### src/rtl/scale_row_sequencer.sv
// -----------------------------------------------------------------------------
// scale_row_sequencer
//
// Output-row sequencer for the scaler datapath. For every output row it asks
// the line buffer to fill (wr_req), waits for tran_done, then issues 1-based
// column reads (rd_en/x_pos). Read data returns RD_LAT cycles later. Columns
// beyond the active width are replaced by pad_value. Pixels are handed to the
// downstream writer through a small skid FIFO with a valid/ready handshake.
// Reads are throttled by a credit count, so the FIFO can never overflow.
//
// Ports:
//   clk, rstn         clock, asynchronous active-low reset
//   frame_start       pulse: latch window config and start a frame
//   win_h_num         columns per output row
//   win_v_num         rows per frame
//   act_h_num         active columns (columns > act_h_num are padded)
//   row_start         first dst_row value
//   pad_value         pixel emitted for padded columns
//   wr_req            line-fill request (high while waiting for tran_done)
//   tran_done         line buffer filled for current dst_row
//   dst_row           current output row
//   rd_en, x_pos      line-buffer read strobe and 1-based column address
//   input_data        line-buffer read data, RD_LAT cycles after rd_en
//   out_data          FIFO head pixel (0 when empty)
//   data_valid        FIFO non-empty
//   out_ready         downstream accepts; pop on data_valid && out_ready
//   row_done          one-cycle pulse at the end of each row
//   frame_done        level: frame complete
// -----------------------------------------------------------------------------
module scale_row_sequencer #(
  parameter int PIX_WIDTH  = 16,
  parameter int CH_NUM     = 1,
  parameter int COL_W      = 11,
  parameter int ROW_W      = 11,
  parameter int RD_LAT     = 2,
  parameter int FIFO_DEPTH = RD_LAT + 2
) (
  input  logic                        clk,
  input  logic                        rstn,
  input  logic                        frame_start,
  input  logic [COL_W-1:0]            win_h_num,
  input  logic [ROW_W-1:0]            win_v_num,
  input  logic [COL_W-1:0]            act_h_num,
  input  logic [ROW_W-1:0]            row_start,
  input  logic [PIX_WIDTH*CH_NUM-1:0] pad_value,
  output logic                        wr_req,
  input  logic                        tran_done,
  output logic [ROW_W-1:0]            dst_row,
  output logic                        rd_en,
  output logic [COL_W-1:0]            x_pos,
  input  logic [PIX_WIDTH*CH_NUM-1:0] input_data,
  output logic [PIX_WIDTH*CH_NUM-1:0] out_data,
  output logic                        data_valid,
  input  logic                        out_ready,
  output logic                        row_done,
  output logic                        frame_done
);

  localparam int DW    = PIX_WIDTH * CH_NUM;
  localparam int CNT_W = $clog2(FIFO_DEPTH + 1);
  localparam int PTR_W = (FIFO_DEPTH > 1) ? $clog2(FIFO_DEPTH) : 1;
  localparam logic [CNT_W:0]   DEPTH_C  = (CNT_W + 1)'(FIFO_DEPTH);
  localparam logic [PTR_W-1:0] LAST_PTR = PTR_W'(FIFO_DEPTH - 1);

  localparam logic [2:0] S_IDLE       = 3'd0;
  localparam logic [2:0] S_WAIT       = 3'd1;
  localparam logic [2:0] S_RUN        = 3'd2;
  localparam logic [2:0] S_DRAIN      = 3'd3;
  localparam logic [2:0] S_DONE       = 3'd4;
  localparam logic [2:0] S_FRAME_DONE = 3'd5;

  logic [2:0]       state_q, state_d;
  logic [COL_W-1:0] win_h_q, win_h_d;
  logic [ROW_W-1:0] win_v_q, win_v_d;
  logic [COL_W-1:0] act_h_q, act_h_d;
  logic [ROW_W-1:0] row_start_q, row_start_d;
  logic [DW-1:0]    pad_q, pad_d;
  logic [ROW_W-1:0] dst_row_q, dst_row_d;
  logic [COL_W-1:0] x_pos_q, x_pos_d;
  logic             frame_done_q, frame_done_d;

  // Read-latency pipe: one valid bit and one pad tag per outstanding read.
  logic [RD_LAT-1:0] pipe_vld_q, pipe_vld_d;
  logic [RD_LAT-1:0] pipe_pad_q, pipe_pad_d;

  logic [PTR_W-1:0] wr_ptr_q, wr_ptr_d;
  logic [PTR_W-1:0] rd_ptr_q, rd_ptr_d;
  logic [CNT_W-1:0] fifo_cnt_q, fifo_cnt_d;
  logic [DW-1:0]    mem [FIFO_DEPTH];

  logic [CNT_W-1:0] inflight_cnt;
  logic             credit_ok;
  logic             push, pop;
  logic [DW-1:0]    push_data;
  logic [ROW_W-1:0] last_row;

  always_comb begin
    inflight_cnt = '0;
    for (int i = 0; i < RD_LAT; i++) begin
      inflight_cnt = inflight_cnt + CNT_W'(pipe_vld_q[i]);
    end
  end

  // Every read in flight already owns a FIFO slot, so the sum of occupancy
  // and in-flight reads must stay below the depth before a new read issues.
  assign credit_ok = ({1'b0, fifo_cnt_q} + {1'b0, inflight_cnt}) < DEPTH_C;

  assign rd_en      = (state_q == S_RUN) && credit_ok;
  assign wr_req     = (state_q == S_WAIT);
  assign row_done   = (state_q == S_DONE);
  assign frame_done = frame_done_q;
  assign dst_row    = dst_row_q;
  assign x_pos      = x_pos_q;

  assign push       = pipe_vld_q[RD_LAT-1];
  assign push_data  = pipe_pad_q[RD_LAT-1] ? pad_q : input_data;
  assign data_valid = (fifo_cnt_q != '0);
  assign pop        = data_valid && out_ready;
  assign out_data   = data_valid ? mem[rd_ptr_q] : '0;

  // Last row index wraps modulo 2^ROW_W, matching dst_row's own wrap.
  assign last_row = row_start_q + win_v_q - ROW_W'(1);

  always_comb begin
    pipe_vld_d[0] = rd_en;
    pipe_pad_d[0] = (x_pos_q > act_h_q);
    for (int i = 1; i < RD_LAT; i++) begin
      pipe_vld_d[i] = pipe_vld_q[i-1];
      pipe_pad_d[i] = pipe_pad_q[i-1];
    end
  end

  always_comb begin
    wr_ptr_d   = wr_ptr_q;
    rd_ptr_d   = rd_ptr_q;
    fifo_cnt_d = fifo_cnt_q;
    if (push) begin
      wr_ptr_d = (wr_ptr_q == LAST_PTR) ? '0 : wr_ptr_q + PTR_W'(1);
    end
    if (pop) begin
      rd_ptr_d = (rd_ptr_q == LAST_PTR) ? '0 : rd_ptr_q + PTR_W'(1);
    end
    if (push && !pop) begin
      fifo_cnt_d = fifo_cnt_q + CNT_W'(1);
    end else if (!push && pop) begin
      fifo_cnt_d = fifo_cnt_q - CNT_W'(1);
    end
  end

  always_comb begin
    state_d      = state_q;
    win_h_d      = win_h_q;
    win_v_d      = win_v_q;
    act_h_d      = act_h_q;
    row_start_d  = row_start_q;
    pad_d        = pad_q;
    dst_row_d    = dst_row_q;
    x_pos_d      = x_pos_q;
    frame_done_d = frame_done_q;
    case (state_q)
      S_IDLE, S_FRAME_DONE: begin
        if (frame_start) begin
          win_h_d     = win_h_num;
          win_v_d     = win_v_num;
          act_h_d     = act_h_num;
          row_start_d = row_start;
          pad_d       = pad_value;
          // An empty window completes immediately without touching the buffer.
          if (win_h_num == '0 || win_v_num == '0) begin
            state_d      = S_FRAME_DONE;
            frame_done_d = 1'b1;
          end else begin
            dst_row_d    = row_start;
            frame_done_d = 1'b0;
            state_d      = S_WAIT;
          end
        end
      end
      S_WAIT: begin
        if (tran_done) begin
          x_pos_d = COL_W'(1);
          state_d = S_RUN;
        end
      end
      S_RUN: begin
        if (rd_en) begin
          x_pos_d = x_pos_q + COL_W'(1);
          if (x_pos_q == win_h_q) begin
            state_d = S_DRAIN;
          end
        end
      end
      S_DRAIN: begin
        if (inflight_cnt == '0 && fifo_cnt_q == '0) begin
          state_d = S_DONE;
        end
      end
      S_DONE: begin
        if (dst_row_q == last_row) begin
          frame_done_d = 1'b1;
          state_d      = S_FRAME_DONE;
        end else begin
          dst_row_d = dst_row_q + ROW_W'(1);
          state_d   = S_WAIT;
        end
      end
      default: state_d = S_IDLE;
    endcase
  end

  always_ff @(posedge clk or negedge rstn) begin
    if (!rstn) begin
      state_q      <= S_IDLE;
      win_h_q      <= '0;
      win_v_q      <= '0;
      act_h_q      <= '0;
      row_start_q  <= '0;
      pad_q        <= '0;
      dst_row_q    <= '0;
      x_pos_q      <= COL_W'(1);
      frame_done_q <= 1'b0;
      pipe_vld_q   <= '0;
      pipe_pad_q   <= '0;
      wr_ptr_q     <= '0;
      rd_ptr_q     <= '0;
      fifo_cnt_q   <= '0;
    end else begin
      state_q      <= state_d;
      win_h_q      <= win_h_d;
      win_v_q      <= win_v_d;
      act_h_q      <= act_h_d;
      row_start_q  <= row_start_d;
      pad_q        <= pad_d;
      dst_row_q    <= dst_row_d;
      x_pos_q      <= x_pos_d;
      frame_done_q <= frame_done_d;
      pipe_vld_q   <= pipe_vld_d;
      pipe_pad_q   <= pipe_pad_d;
      wr_ptr_q     <= wr_ptr_d;
      rd_ptr_q     <= rd_ptr_d;
      fifo_cnt_q   <= fifo_cnt_d;
    end
  end

  // Storage needs no reset: a slot is only read after it has been written.
  always_ff @(posedge clk) begin
    if (push) begin
      mem[wr_ptr_q] <= push_data;
    end
  end

endmodule

### config.mk
export PLATFORM = sky130hd
export DESIGN_NAME = scale_row_sequencer
export DESIGN_NICKNAME = d
export VERILOG_FILES = /design/src/rtl/scale_row_sequencer.sv
export SDC_FILE = /design/constraint.sdc
export NUM_CORES = 1
export LEC_CHECK = 0
export ABC_AREA = 1
export CORE_MARGIN = 5
export CORE_UTILIZATION = 55
export CTS_BUF_LIST = sky130_fd_sc_hd__clkbuf_4 sky130_fd_sc_hd__clkbuf_8 sky130_fd_sc_hd__clkbuf_16
export DETAILED_ROUTE_END_ITERATION = 8
export PLACE_DENSITY = 0.84
export SYNTH_ARGS = -nofsm -noshare
export SYNTH_HDL_FRONTEND = slang
export SYNTH_SLANG_ARGS = --single-unit
### constraint.sdc
create_clock -name clk -period 6.42 [get_ports clk]
set_input_delay 0.963 -clock clk [delete_from_list [all_inputs] [get_ports clk]]
set_output_delay 0.963 -clock clk [all_outputs]
set_load 0.1 [all_outputs]
# Word-level counts from Yosys, hierarchy flattened
# Memories as Yosys holds them, arrays and structs flattened.
# Cells that the tools add are included.
[op_classes] n_addsub=10 n_lt_le_gt_ge=2 n_eq_ne=17 mux=27 reduce_logical=23
[ops] op="two-way mux 11 bit" n=5
[ops] op="case mux 11 bit (2 select lines)" n=2
[ops] op="two-way mux 16 bit" n=2
[ops] op="two-way mux 3 bit" n=9
[ops] op="adder 11 x 1 -> 11 bit (second input constant)" n=2
[ops] op="== test 11 bit" n=2
[ops] op="zero test 11 bit" n=2
[ops] op="case mux 3 bit (5 select lines)" n=1
[ops] op="adder 11 bit" n=1
[ops] op="greater-than comparator 11 bit" n=1
[ops] op="subtractor 11 x 1 -> 11 bit (second input constant)" n=1
[ops] op="inequality test 2 bit (second input constant)" n=5
[ops] op="zero test 3 bit" n=3
[ops] op="== test 3 x 2 -> 1 bit (second input constant)" n=2
[ops] op="== test 3 bit (second input constant)" n=2
[ops] op="inequality test 2 x 1 -> 1 bit (second input constant)" n=3
[ops] op="AND reduction 3 bit" n=2
[ops] op="nonzero test 2 bit" n=3
[ops] op="logical AND 1 bit" n=5
[ops] op="two-way mux 1 bit" n=5
[ops] op="AND reduction 5 bit" n=1
[ops] op="adder 2 x 1 -> 2 bit (second input constant)" n=2
[ops] op="adder 3 x 2 -> 4 bit" n=1
[ops] op="== test 2 bit (second input constant)" n=2
[ops] op="13 further kinds" n=15
[totals] register_bits=97 mem_bits_rw=64 in_bits=81 output_inout_bits=43 wordCells=94 memories=1
[memory_table] memory="mem" words=4 word_bits=16 read_ports=1 rd_ports_with_merged_regs=0 write_ports=1 line="89" source="logic [DW-1:0] mem [FIFO_DEPTH];"

# Logic depth before layout (Yosys ltp)
[depth] depth_word=6 depth_mapped=19 depth_no_buf=19

# Worst setup path after synthesis
# OpenSTA, ideal clock, no wires.
[synth_timing] path_type="register to output" start="register fifo_cnt_q[0]" end="output out_data[10]" arrival_time_ps=3282 required_time_ps=5457 setup_slack_ps=2175 path_stages_with_launch=6 n_path_buf=1 cell_sequence="dfrtp_1 > nor2_1 > nand2_1 > clkinv_1 > buf_1 > a21oi_1"
[synth_via] elab_chain_len=2
[synth_rtl] item="start: declaration" line="88" source="logic [CNT_W-1:0] fifo_cnt_q, fifo_cnt_d;"
[synth_rtl] item="start signal: assignment" line="241" source="fifo_cnt_q <= fifo_cnt_d;"
[synth_rtl] item="nonzero test 3 bit" line="117" source="assign data_valid = (fifo_cnt_q != '0);"
[synth_rtl] item="via data_valid" line="53" source="output logic data_valid,"
[synth_rtl] item="two-way mux 16 bit" line="119" source="assign out_data = data_valid ? mem[rd_ptr_q] : '0;"
[synth_rtl] item="end: declaration" line="52" source="output logic [PIX_WIDTH*CH_NUM-1:0] out_data,"
# The timed path passes the listed nets, and every way through them passes these cells.

# Worst setup path in the final report
[layout_timing] start="register rd_ptr_q[0]" end="output out_data[12]"
[layout_via] elab_chain_len=2
[layout_rtl] item="start: declaration" line="87" source="logic [PTR_W-1:0] rd_ptr_q, rd_ptr_d;"
[layout_rtl] item="start signal: assignment" line="240" source="rd_ptr_q <= rd_ptr_d;"
[layout_rtl] item="memory read (4 x 16 bit)"
[layout_rtl] item="two-way mux 16 bit" line="119"
# No other way between the ends.

==> results_tabular.tex <==
\begin{tabular}{lr}
\hline
Metric & Value \\
\hline
\multicolumn{2}{l}{\textbf{Place}} \\
Port bufs & 123 \\
Routability congestion estimate & 0.8887 \\
HPWL after detailed placement & 13.66 mm \\
\multicolumn{2}{l}{\textbf{Logic synthesis}} \\
Synthesized area & 8419 um2 \\
Share of async-settable or async-resettable flops after synthesis & 0.6025 \\
Area share of the largest cell type after synthesis & 0.2853 \\
Sequential element share of the synthesized area & 0.5167 \\
Number of library cell types mapped by synthesis & 38 \\
Top FF cell, synth & dfrtp\_1 \\
Count of synthesis-stage warnings from yosys & 0 \\
Cell taking the most area after synthesis & dfrtp\_1 \\
Post-Syn Nets & 1,033 \\
Count of flip-flops with a built-in enable after synthesis & 64 \\
Mean post-synth cell area & 9.262 um2 \\
Largest cells by area after synthesis & dfrtp\_1, edfxtp\_1, nand2\_1 \\
Flop and latch count out of synthesis & 161 \\
Number of standard cells after synthesis & 909 \\
\multicolumn{2}{l}{\textbf{STA}} \\
Setup repair after global routing missed its margin & no \\
Worst slack on hold paths & 0.3532 ns \\
Total setup violations reported at the end of the flow & 0 \\
Worst Tran Pin Value & 1.036 ns \\
Total count of max-transition violations in the final report & 0 \\
Ratio of final minimum period to clock period & 0.7048 \\
Endpoints failing hold & 0 \\
Fmax & 0.2210 GHz \\
Final Critical Period & 4.525 ns \\
Setup\_tns & 0 ns \\
Max-Slew Margin vs Limit & 0.3093 \\
Fin Clk Skew & 0.007417 ns \\
\multicolumn{2}{l}{\textbf{Power and ir drop}} \\
Clock network fraction of total power & 0.231 \\
Internal & 2297 uW \\
Switching share of power & 0.4608 \\
Power Dens Cells & 411.8 nW/um2 \\
Switch Pwr & 1963 uW \\
PnR Total Power & 4260 uW \\
Peak supply drop & 0.3833 mV \\
Sequential share of power & 0.331 \\
Share of power burned in combinational logic & 0.439 \\
Leak & 0.004776 uW \\
\multicolumn{2}{l}{\textbf{Routing}} \\
Mean routed wirelength per cell & 15.36 um \\
DRC violations left & 0 \\
Total detailed-routing wirelength & 18.79 mm \\
Via count & 6,486 \\
Count of TritonRoute iterations in the first routing pass & 5 \\
Initial detailed-routing violation count & 461 \\
Post-detailed-route count of antenna-violating nets & 0 \\
Routed vias/inst & 5.303 \\
\multicolumn{2}{l}{\textbf{Status}} \\
Result of the run & finished, final reports clean \\
\multicolumn{2}{l}{\textbf{Clock network}} \\
Clock sink count & 161 \\
Hold buffer count at CTS & 0 \\
Clock buffer depth & 2 \\
Post-CTS setup repair buffer count & 0 \\
CTS root buf & clkbuf\_16 \\
CTS tree & yes \\
H-tree Lvls & 4 \\
Clock buffers created by TritonCTS & 17 \\
Insertion delay of the later-clocked pin in the worst-skew pair & 0.43 ns \\
Post-CTS clock slew at the launch and capture registers of the worst setup and hold paths & 0.06 ns \\
CTS resizes & 0 \\
\multicolumn{2}{l}{\textbf{Critical path}} \\
Top delay family on crit path & buffers and inverters \\
Required time reported for the critical path endpoint & 5.46 ns \\
Crit path kind & flip-flop to output port \\
Slowest stage cell, crit path & clkdlybuf4s50\_1 \\
Number of buffers and inverters on the critical path & 2 \\
Cells along the critical path & inv\_1 -> o21ai\_0 -> a21oi\_1 -> clkdlybuf4s50\_1 \\
Worst-path maximum fanout & 35 \\
Highest cell delay on the worst timing path & 1.18 ns \\
Arrival time reported for the critical path endpoint & 3.56 ns \\
Crit end category & output port \\
Critical Path Start Type & flip-flop \\
\multicolumn{2}{l}{\textbf{Global route}} \\
Antenna violations before repair & 0 \\
Maximum number of pins on one net before global-route repair & 91 \\
Total Routing Usage GR & 0.2185 \\
Vias in the first global route & 6,488 \\
Global-route wire length before repair & 31.33 mm \\
Global route total overflow & 0 \\
\multicolumn{2}{l}{\textbf{Cells and area}} \\
Most frequent cells in the layout & nand2\_1, nor2\_1, clkdlybuf4s50\_1 \\
Fraction of layout cells with a size suffix above 1 & 0.09662 \\
Final layout net count & 1,146 \\
Area delta synth->final & 22.86\% \\
Diodes inserted & 0 \\
Most common cell after layout, fill and taps aside & nand2\_1 \\
\multicolumn{2}{l}{\textbf{Floorplan}} \\
Core Footprint & 15,090 um2 \\
Starting density of the core & 0.5580 \\
Overall die width & 133.7 um \\
Total number of placement rows & 45 \\
DIE AREA & 17,880 um2 \\
Number of top-level pins & 124 \\
Die Y & 133.7 um \\
\multicolumn{2}{l}{\textbf{Run}} \\
Max-cap violation count & 0 \\
\multicolumn{2}{l}{\textbf{Min path}} \\
Min-Delay Path Class & flip-flop to flip-flop \\
\hline
\end{tabular}
==> power by group through the flow <==
stage	sequential [uW]	clock, uW	combinational, uW
6_report	1410	982	1870
5_1_grt	1430	1040	1980
4_1_cts	1410	999	1880
3_5_place_dp	1420	0	1870
3_3_place_gp	1410	0	1830
2_1_floorplan	1540	0	1280
==> registers in the layout, indices dropped and copies added, names as in the netlist <==
register     cells
rd_ptr_q         2
win_v_q         11
pipe_pad_q       2
wr_ptr_q         2
act_h_q         11
dst_row         11
mem             64
x_pos           11
pad_q           16
fifo_cnt_q       3
pipe_vld_q       2
frame_done       1
state_q          3
row_start_q     11
win_h_q         11
==> path summary, 6_finish.rpt <==
check | end | start | slack, ns | cells past startpoint
worst max-delay path | out_data[12] | rd_ptr_q[0]$_DFFE_PN0P_ | 1.90 | 4
worst min-delay path | pipe_pad_q[1]$_DFF_PN0_ | pipe_pad_q[0]$_DFF_PN0_ | 0.35 | 0
worst max register to register | dst_row[9]$_DFFE_PN0P_ | win_v_q[1]$_DFFE_PN0P_ | 3.56 | 16
worst min register to register | pipe_pad_q[1]$_DFF_PN0_ | pipe_pad_q[0]$_DFF_PN0_ | 0.35 | 0
max in group asynchronous | act_h_q[9]$_DFFE_PN0P_ | rstn | 4.75 | 2
min in group asynchronous | row_start_q[3]$_DFFE_PN0P_ | rstn | 0.45 | 1
==> worst register-to-register path: stages, from the launching register on <==
cell     delay (ns)
dfrtp_1        0.32
inv_1          0.06
ha_1           0.28
inv_1          0.04
ha_1           0.24
fa_1           0.40
nand2_1        0.12
inv_1          0.06
o21ai_0        0.15
nand2_1        0.07
nor2_1         0.11
nand2_1        0.07
nor3_2         0.15
nand3_2        0.27
nand3_2        0.28
nand2_1        0.09
nand2_1        0.07
==> layer usage <==
layer	share of wire	up-vias	track usage
li1	-	3209	-
met1	0.46	3072	0.2997
met2	0.48	181	0.3574
met3	0.047	24	0.03965
met4	0.015	0	0.06514
met5	0	-	0
==> kinds of logic (layout without fill, tap and decap cells) <==
logic type	Yosys count	count (layout)	synth area share
xor+xnor	30	30	0.03121
fa+ha+maj	43	43	0.06569
flops	161	161	0.5167
simple gates	353	353	0.1783
mux	47	47	0.06286
compound gates	125	125	0.07639
buf+inv	150	276	0.06881
==> per-stage QoR <==
step                      setup slack (ns)  utilization  std cells  instance area (um2)
after floorplan                      2.175            -        909                 8419
after global placement               2.484       0.6477       1191                 9773
after detailed placement             2.367       0.6477       1191                 9773
after CTS                            1.891       0.6855       1223                10340
after global routing                 1.589       0.6855       1223                10340
final                                1.895       0.6855       1223                10340
==> cell usage after synthesis, types with 4 or more instances <==
cell	number
dfrtp_1	96
nand2_2	4
xor2_1	19
nand3_1	27
buf_2	6
ha_1	41
nor2_1	125
nand3_2	4
a31oi_1	4
clkbuf_1	21
xnor2_1	11
nand4_1	15
nor4_1	6
o21ai_0	55
edfxtp_1	64
a21oi_1	62
inv_1	114
nor3_1	11
nand2_1	153
mux2_2	47
==> cell type report <==
cell class              count  area, um2
fillers                  1183       4746
flip-flops and latches    161       4350
multi-input cells         598       3497
repair buffers            125       1244
clock buffers              21      455.4
inverters                 119      446.7
well taps                 188      235.2
clock inverters            11      115.1
Note: power is estimated with default switching activity, not from simulation.
